File: src/rtl/regress_pkg.sv
// -----------------------------------------------------------------------------
// regress_pkg
// Shared definitions for the least-squares regression job sequencer:
//   - 3-bit FSM state encodings and the state enum built from them
//   - bit positions inside the 2-bit error status
//   - default per-job sample count and wait-state timeout
// -----------------------------------------------------------------------------
package regress_pkg;

    localparam logic [2:0] S_IDLE     = 3'd0;
    localparam logic [2:0] S_KICK     = 3'd1;
    localparam logic [2:0] S_STREAM   = 3'd2;
    localparam logic [2:0] S_WAIT_ACC = 3'd3;
    localparam logic [2:0] S_INV      = 3'd4;
    localparam logic [2:0] S_DONE     = 3'd5;

    typedef enum logic [2:0] {
        ST_IDLE     = S_IDLE,
        ST_KICK     = S_KICK,
        ST_STREAM   = S_STREAM,
        ST_WAIT_ACC = S_WAIT_ACC,
        ST_INV      = S_INV,
        ST_DONE     = S_DONE
    } state_t;

    localparam int ERR_UNDERRUN = 0;
    localparam int ERR_TIMEOUT  = 1;

    localparam int DEFAULT_N       = 256;
    localparam int DEFAULT_TIMEOUT = 64;

endpackage

File: src/rtl/valid_edge_latch.sv
// -----------------------------------------------------------------------------
// valid_edge_latch
// Turns a level "result valid" from an accumulator into a per-job event:
// only a fresh 0->1 transition counts, and it is remembered in a sticky flag
// until the next job clears it.
//
// Ports:
//   clk    in   system clock
//   rst_n  in   asynchronous active-low reset
//   valid  in   level valid from the accumulator
//   clr    in   synchronous clear of the sticky flag (asserted at job kick-off)
//   seen   out  a rising edge has been observed since the last clear,
//               including one arriving in the current cycle
// -----------------------------------------------------------------------------
module valid_edge_latch (
    input  logic clk,
    input  logic rst_n,
    input  logic valid,
    input  logic clr,
    output logic seen
);

    logic prev_reg;
    logic flag_reg;
    logic rise;

    // The previous value is tracked every cycle, so a level that stayed high
    // from an earlier job never looks like a new edge.
    assign rise = valid & ~prev_reg;

    always_ff @(posedge clk or negedge rst_n) begin
        if (!rst_n) begin
            prev_reg <= 1'b0;
            flag_reg <= 1'b0;
        end else begin
            prev_reg <= valid;
            if (clr)
                flag_reg <= 1'b0;
            else if (rise)
                flag_reg <= 1'b1;
        end
    end

    // Including the live edge lets two edges in the same cycle advance the
    // sequencer without waiting for the flags to register.
    assign seen = flag_reg | rise;

endmodule

File: src/rtl/regress_seq_ctrl.sv
// -----------------------------------------------------------------------------
// regress_seq_ctrl
// Sequences one least-squares regression job: kicks both moment accumulators,
// streams N (x, y) samples into them, waits for both results, then holds the
// 2x2 inverse unit's start until its result is valid. Reports completion,
// underrun / timeout status and a count of cleanly completed jobs.
//
// Ports:
//   clk, rst_n              clock, asynchronous active-low reset
//   job_start               job request, only honoured while idle
//   busy, done              status: not idle / one-cycle end-of-job pulse
//   err[1:0]                [0] sample underrun, [1] timeout
//   smp_valid/x/y, smp_ready  upstream sample stream
//   acc_start, acc_x, acc_y   accumulator kick and sample data
//   xtx_valid, xty_valid      accumulator result valid levels
//   inv_start, inv_valid      inverse unit enable / result valid
//   job_cnt                   wrapping count of jobs finished without timeout
// -----------------------------------------------------------------------------
module regress_seq_ctrl
    import regress_pkg::*;
#(
    parameter int N       = DEFAULT_N,
    parameter int TIMEOUT = DEFAULT_TIMEOUT,
    parameter int JOB_W   = 8
) (
    input  logic             clk,
    input  logic             rst_n,
    input  logic             job_start,
    output logic             busy,
    output logic             done,
    output logic [1:0]       err,
    input  logic             smp_valid,
    input  logic [15:0]      smp_x,
    input  logic [15:0]      smp_y,
    output logic             smp_ready,
    output logic             acc_start,
    output logic [15:0]      acc_x,
    output logic [15:0]      acc_y,
    input  logic             xtx_valid,
    input  logic             xty_valid,
    output logic             inv_start,
    input  logic             inv_valid,
    output logic [JOB_W-1:0] job_cnt
);

    localparam int CNT_W = $clog2(N) + 1;
    localparam int TMO_W = $clog2(TIMEOUT) + 1;

    state_t             state_reg;
    logic [CNT_W-1:0]   stream_cnt_reg;
    logic [TMO_W-1:0]   tmo_cnt_reg;
    logic               busy_reg;
    logic               done_reg;
    logic               acc_start_reg;
    logic               inv_start_reg;
    logic [1:0]         err_reg;
    logic [JOB_W-1:0]   job_cnt_reg;

    logic [1:0]         acc_valid;
    logic [1:0]         acc_seen;
    logic               kick;
    logic               streaming;
    logic               tmo_hit;

    assign acc_valid = {xty_valid, xtx_valid};
    assign kick      = (state_reg == ST_KICK);
    assign streaming = (state_reg == ST_STREAM);
    assign tmo_hit   = (tmo_cnt_reg == TMO_W'(TIMEOUT - 1));

    // One edge latch per accumulator; both are re-armed at kick-off.
    generate
        for (genvar gi = 0; gi < 2; gi++) begin : g_edge
            valid_edge_latch u_edge (
                .clk   (clk),
                .rst_n (rst_n),
                .valid (acc_valid[gi]),
                .clr   (kick),
                .seen  (acc_seen[gi])
            );
        end
    endgenerate

    always_ff @(posedge clk or negedge rst_n) begin
        if (!rst_n) begin
            state_reg      <= ST_IDLE;
            stream_cnt_reg <= '0;
            tmo_cnt_reg    <= '0;
            busy_reg       <= 1'b0;
            done_reg       <= 1'b0;
            acc_start_reg  <= 1'b0;
            inv_start_reg  <= 1'b0;
            err_reg        <= '0;
            job_cnt_reg    <= '0;
        end else begin
            done_reg      <= 1'b0;
            acc_start_reg <= 1'b0;
            case (state_reg)
                ST_IDLE: begin
                    if (job_start) begin
                        err_reg       <= '0;
                        acc_start_reg <= 1'b1;
                        busy_reg      <= 1'b1;
                        state_reg     <= ST_KICK;
                    end
                end
                ST_KICK: begin
                    stream_cnt_reg <= '0;
                    state_reg      <= ST_STREAM;
                end
                ST_STREAM: begin
                    // A missing sample is streamed as zero; only the status records it.
                    if (!smp_valid)
                        err_reg[ERR_UNDERRUN] <= 1'b1;
                    if (stream_cnt_reg == CNT_W'(N - 1)) begin
                        tmo_cnt_reg <= '0;
                        state_reg   <= ST_WAIT_ACC;
                    end else begin
                        stream_cnt_reg <= stream_cnt_reg + CNT_W'(1);
                    end
                end
                ST_WAIT_ACC: begin
                    if (&acc_seen) begin
                        tmo_cnt_reg   <= '0;
                        inv_start_reg <= 1'b1;
                        state_reg     <= ST_INV;
                    end else if (tmo_hit) begin
                        err_reg[ERR_TIMEOUT] <= 1'b1;
                        done_reg             <= 1'b1;
                        state_reg            <= ST_DONE;
                    end else begin
                        tmo_cnt_reg <= tmo_cnt_reg + TMO_W'(1);
                    end
                end
                ST_INV: begin
                    // inv_valid is checked first so a result on the last
                    // allowed cycle is not reported as a timeout.
                    if (inv_valid) begin
                        inv_start_reg <= 1'b0;
                        done_reg      <= 1'b1;
                        state_reg     <= ST_DONE;
                    end else if (tmo_hit) begin
                        inv_start_reg        <= 1'b0;
                        err_reg[ERR_TIMEOUT] <= 1'b1;
                        done_reg             <= 1'b1;
                        state_reg            <= ST_DONE;
                    end else begin
                        tmo_cnt_reg <= tmo_cnt_reg + TMO_W'(1);
                    end
                end
                ST_DONE: begin
                    if (!err_reg[ERR_TIMEOUT])
                        job_cnt_reg <= job_cnt_reg + JOB_W'(1);
                    busy_reg  <= 1'b0;
                    state_reg <= ST_IDLE;
                end
                default: begin
                    busy_reg      <= 1'b0;
                    inv_start_reg <= 1'b0;
                    state_reg     <= ST_IDLE;
                end
            endcase
        end
    end

    assign busy      = busy_reg;
    assign done      = done_reg;
    assign err       = err_reg;
    assign acc_start = acc_start_reg;
    assign inv_start = inv_start_reg;
    assign job_cnt   = job_cnt_reg;

    // Sample path is a straight pass-through while streaming so the
    // accumulators see each sample on the edge that consumes it.
    assign smp_ready = streaming;
    assign acc_x     = (streaming && smp_valid) ? smp_x : 16'd0;
    assign acc_y     = (streaming && smp_valid) ? smp_y : 16'd0;

endmodule

File: config.mk
export PLATFORM = sky130hd
export DESIGN_NAME = regress_seq_ctrl
export DESIGN_NICKNAME = d
export VERILOG_FILES = /design/src/rtl/regress_pkg.sv /design/src/rtl/valid_edge_latch.sv /design/src/rtl/regress_seq_ctrl.sv
export SDC_FILE = /design/constraint.sdc
export NUM_CORES = 1
export LEC_CHECK = 0
export ABC_AREA = 1
export CAP_MARGIN = 20
export CELL_PAD_IN_SITES_DETAIL_PLACEMENT = 2
export CELL_PAD_IN_SITES_GLOBAL_PLACEMENT = 2
export CORE_MARGIN = 5
export CORE_UTILIZATION = 23
export DETAILED_ROUTE_END_ITERATION = 10
export PLACE_DENSITY = 0.89
export SLEW_MARGIN = 0
export SYNTH_ARGS = -nofsm -noshare
export SYNTH_HDL_FRONTEND = slang
export SYNTH_SLANG_ARGS = --single-unit
File: constraint.sdc
create_clock -name clk -period 2.7 [get_ports clk]
set_input_delay 0.81 -clock clk [delete_from_list [all_inputs] [get_ports clk]]
set_output_delay 0.81 -clock clk [all_outputs]
set_load 0.02 [all_outputs]
==> impl_metrics.tcl <==
set metrics [dict create \
    outcome "finished, final reports clean" \
    port_buffers 85 \
    path_cells "clkdlybuf4s50_1 > nand2_2 > buf_6 > nor2_1 > buf_4" \
    worst_ep_required_time_ns 1.89 \
    syn_nets 353 \
    cts_sinks 37 \
    viasPerCell 4.30 \
    vias 2298 \
    synth_commonest_cells "inv_1, nand2_1, nor2_1" \
    grt.total_usage 0.137 \
    dp_hpwl_um 6520 \
    slew_headroom 0.440 \
    clk-insertion-delay-late_ns 0.29 \
    hold_viol_final 0 \
    drcViolationCount 0 \
    use_met2 0.246 \
    slowest_delay_ns 0.50 \
    cp-end-kind "output port" \
    fp.coreArea_um2 9280 \
    synth_top_area_cell "dfrtp_1" \
    cts_tree "done" \
    clockRootBuffer "clkbuf_8" \
    synth.area.top_cells "dfrtp_1, inv_1, nand2_1, nor2_1, nand3_1" \
    htree_num_levels 2 \
    hold_path.class "reg -> reg" \
    cts_setup_buffers 0 \
    grt_max_degree 38 \
    worstPathArrival_ns 1.83 \
    synth_xor_xnor_area_share 0.0279 \
    antenna_found_initial 0 \
    ios 86 \
    drive_above_1_share 0.175 \
    grtUsageMet1 0.164 \
    area_growth_pct 46.1 \
    wire_per_inst_um 14.7 \
    start_util 0.237 \
    synth-edff-count 0 \
    synthSimpleGateAreaFrac 0.320 \
    synth_compound_area_frac 0.0735 \
    dieArea_um2 11600 \
    clock_path_buffers 2 \
    p_per_area_nw_per_um2 775 \
    grt_pass1_wl_um 12800 \
    period_minus_slack_ns 2.64 \
    max-cap-violations 0 \
    drt-initial-drc-count 47 \
    rsz0062_at_grt "true" \
    ys_seq_elements 37 \
    ant_nets 0 \
    ir_drop_mv 0.233 \
    slowest_stage "clkdlybuf4s50_1" \
    async_flop_share 1.00 \
    overflow 0 \
    diodes 0 \
    synth_most_common_cell "inv_1" \
    die_h_um 108 \
    clkTransAtPathRegs_ns 0.07 \
    synthAdderAreaFrac 0.0228 \
    grt_use_met3 0.0384 \
    netlist_area_um2 2200 \
    crit_type "in -> out" \
    ys.warnings.count 0 \
    synth.avg_cell_area_um2 7.08 \
    synth_top_family_by_area "simple AND/OR/NAND/NOR gates" \
    grt_pass1_vias 2511 \
    synth_top_cell_area_share 0.422 \
    layout.nets 447 \
    drv_slew 0 \
    synth.area.mux_share 0 \
    syn-instance-count 310 \
    setup_violations 0 \
    dp_cells 526 \
    crit_path_start_kind "input pin" \
    gp_congestion 0.763 \
    fmax_mhz 379 \
    final_core_util 0.346 \
    clock_skew_ns 0.00692 \
    yosysSeqAreaShare 0.422 \
    die_width_um 108 \
    wl_um 7850 \
    final.period_utilization 0.978 \
    stdcell_count 534 \
    postCtsHoldBufs 0 \
    cts_buffers 5 \
    p_leak_nw 1.76 \
    fillers 1120 \
    largest_reg_flops 9 \
    synth.distinct_cells 27 \
    drt_pass1_iterations 3 \
    tightest_slew_ns 0.839 \
    fin_tns_setup_ns 0 \
    synth_top_flop_cell "dfrtp_1" \
    num_rows 35 \
    cp_max_fo 17 \
    top_usage_layer "met2" \
]
path summary, 6_finish.rpt:
check	start	slack (ns)	end	depth (start not counted)
worst min register to register	job_cnt[6]$_DFFE_PN0P_	0.50	job_cnt[6]$_DFFE_PN0P_	1
worst max-delay path	smp_valid	0.06	acc_x[14]	5
min in group asynchronous	rst_n	0.61	tmo_cnt_reg[6]$_DFFE_PN0P_	1
worst max register to register	stream_cnt_reg[0]$_DFFE_PN0P_	0.28	tmo_cnt_reg[6]$_DFFE_PN0P_	14
max in group asynchronous	rst_n	1.55	stream_cnt_reg[8]$_DFFE_PN0P_	1
worst min-delay path	job_cnt[6]$_DFFE_PN0P_	0.50	job_cnt[6]$_DFFE_PN0P_	1
where the power goes:
| part | leakage, nW | total, mW | switching (mW) | internal (mW) |
|---|---|---|---|---|
| combinational | 1.23 | 1.33 | 0.841 | 0.487 |
| clock | 0.0450 | 0.384 | 0.205 | 0.179 |
| sequential | 0.488 | 0.774 | 0.0984 | 0.675 |
| total | 1.76 | 2.49 | 1.14 | 1.34 |
metal layers:
| layer | up-vias | wire length, um |
|---|---|---|
| li1 | 1117 | - |
| met1 | 1092 | 3400 |
| met2 | 82 | 3740 |
| met3 | 7 | 653 |
| met4 | 0 | 66 |
| met5 | - | 0 |
per-stage QoR:
step / power [mW] / hold slack [ns] / setup slack, ns / cell area (um2)
CTS: 2.51 / 0.508 / 0.0113 / 3150
floorplan: 1.57 / 0.488 / 0.381 / 2200
global route: 2.69 / 0.525 / -0.00987 / 3210
finish: 2.49 / 0.497 / 0.0585 / 3210
global placement: 2.08 / 0.476 / -0.399 / 3230
detailed placement: 2.18 / 0.496 / -0.443 / 3230
logic make-up (layout without fill, tap and decap cells):
group / count (synthesis) / in the layout
DFF: 37 / 37
adders and majority gates: 4 / 4
AOI/OAI and AO/OA: 29 / 29
and+or+nand+nor: 156 / 156
xor gates and xnor gates: 7 / 7
buffers and inverters: 77 / 172
worst max-delay path: cells and delay by family:
| kind | cells | cell delay [ns] |
|---|---|---|
| buf+inv | 3 | 0.82 |
| simple gates | 2 | 0.19 |
cell type report:
cell class / instances / area [um2] / share of cell area
Clock buffer: 6 / 72.6 / 0.0226
Clock inverter: 2 / 10.0 / 0.00312
Inverter: 73 / 274 / 0.0854
Multi-Input combinational cell: 196 / 988 / 0.308
Sequential cell: 37 / 926 / 0.289
Tap cell: 129 / 161 / 0.0503
Timing Repair Buffer: 91 / 776 / 0.242
what timing repair did:
item | CTS | global route
resized for setup | 129 | 21
endpoints found under the setup margin | 32 | 29
pin swaps | 0 | 0
layout by cell type (no fill, tap or decap):
| cell | n |
|---|---|
| a21oi_1 | 6 |
| a21oi_2 | 1 |
| a31oi_1 | 2 |
| buf_2 | 18 |
| buf_4 | 19 |
| buf_6 | 2 |
| clkbuf_1 | 1 |
| clkbuf_8 | 5 |
| clkdlybuf4s50_1 | 52 |
| clkinv_2 | 2 |
| dfrtp_1 | 37 |
| ha_1 | 4 |
| inv_1 | 68 |
| inv_2 | 5 |
| nand2_1 | 59 |
| nand2_2 | 3 |
| nand2_4 | 4 |
| nand3_1 | 17 |
| nand3_2 | 1 |
| nand3_4 | 1 |
| nand4_1 | 4 |
| nand4_2 | 1 |
| nor2_1 | 53 |
| nor2_2 | 8 |
| nor3_1 | 2 |
| nor3b_1 | 2 |
| o211ai_1 | 1 |
| o21ai_0 | 15 |
| o21bai_1 | 2 |
| o22ai_1 | 2 |
| or2_2 | 1 |
| xnor2_1 | 4 |
| xor2_1 | 3 |
Power figures use the tool's default switching activity.
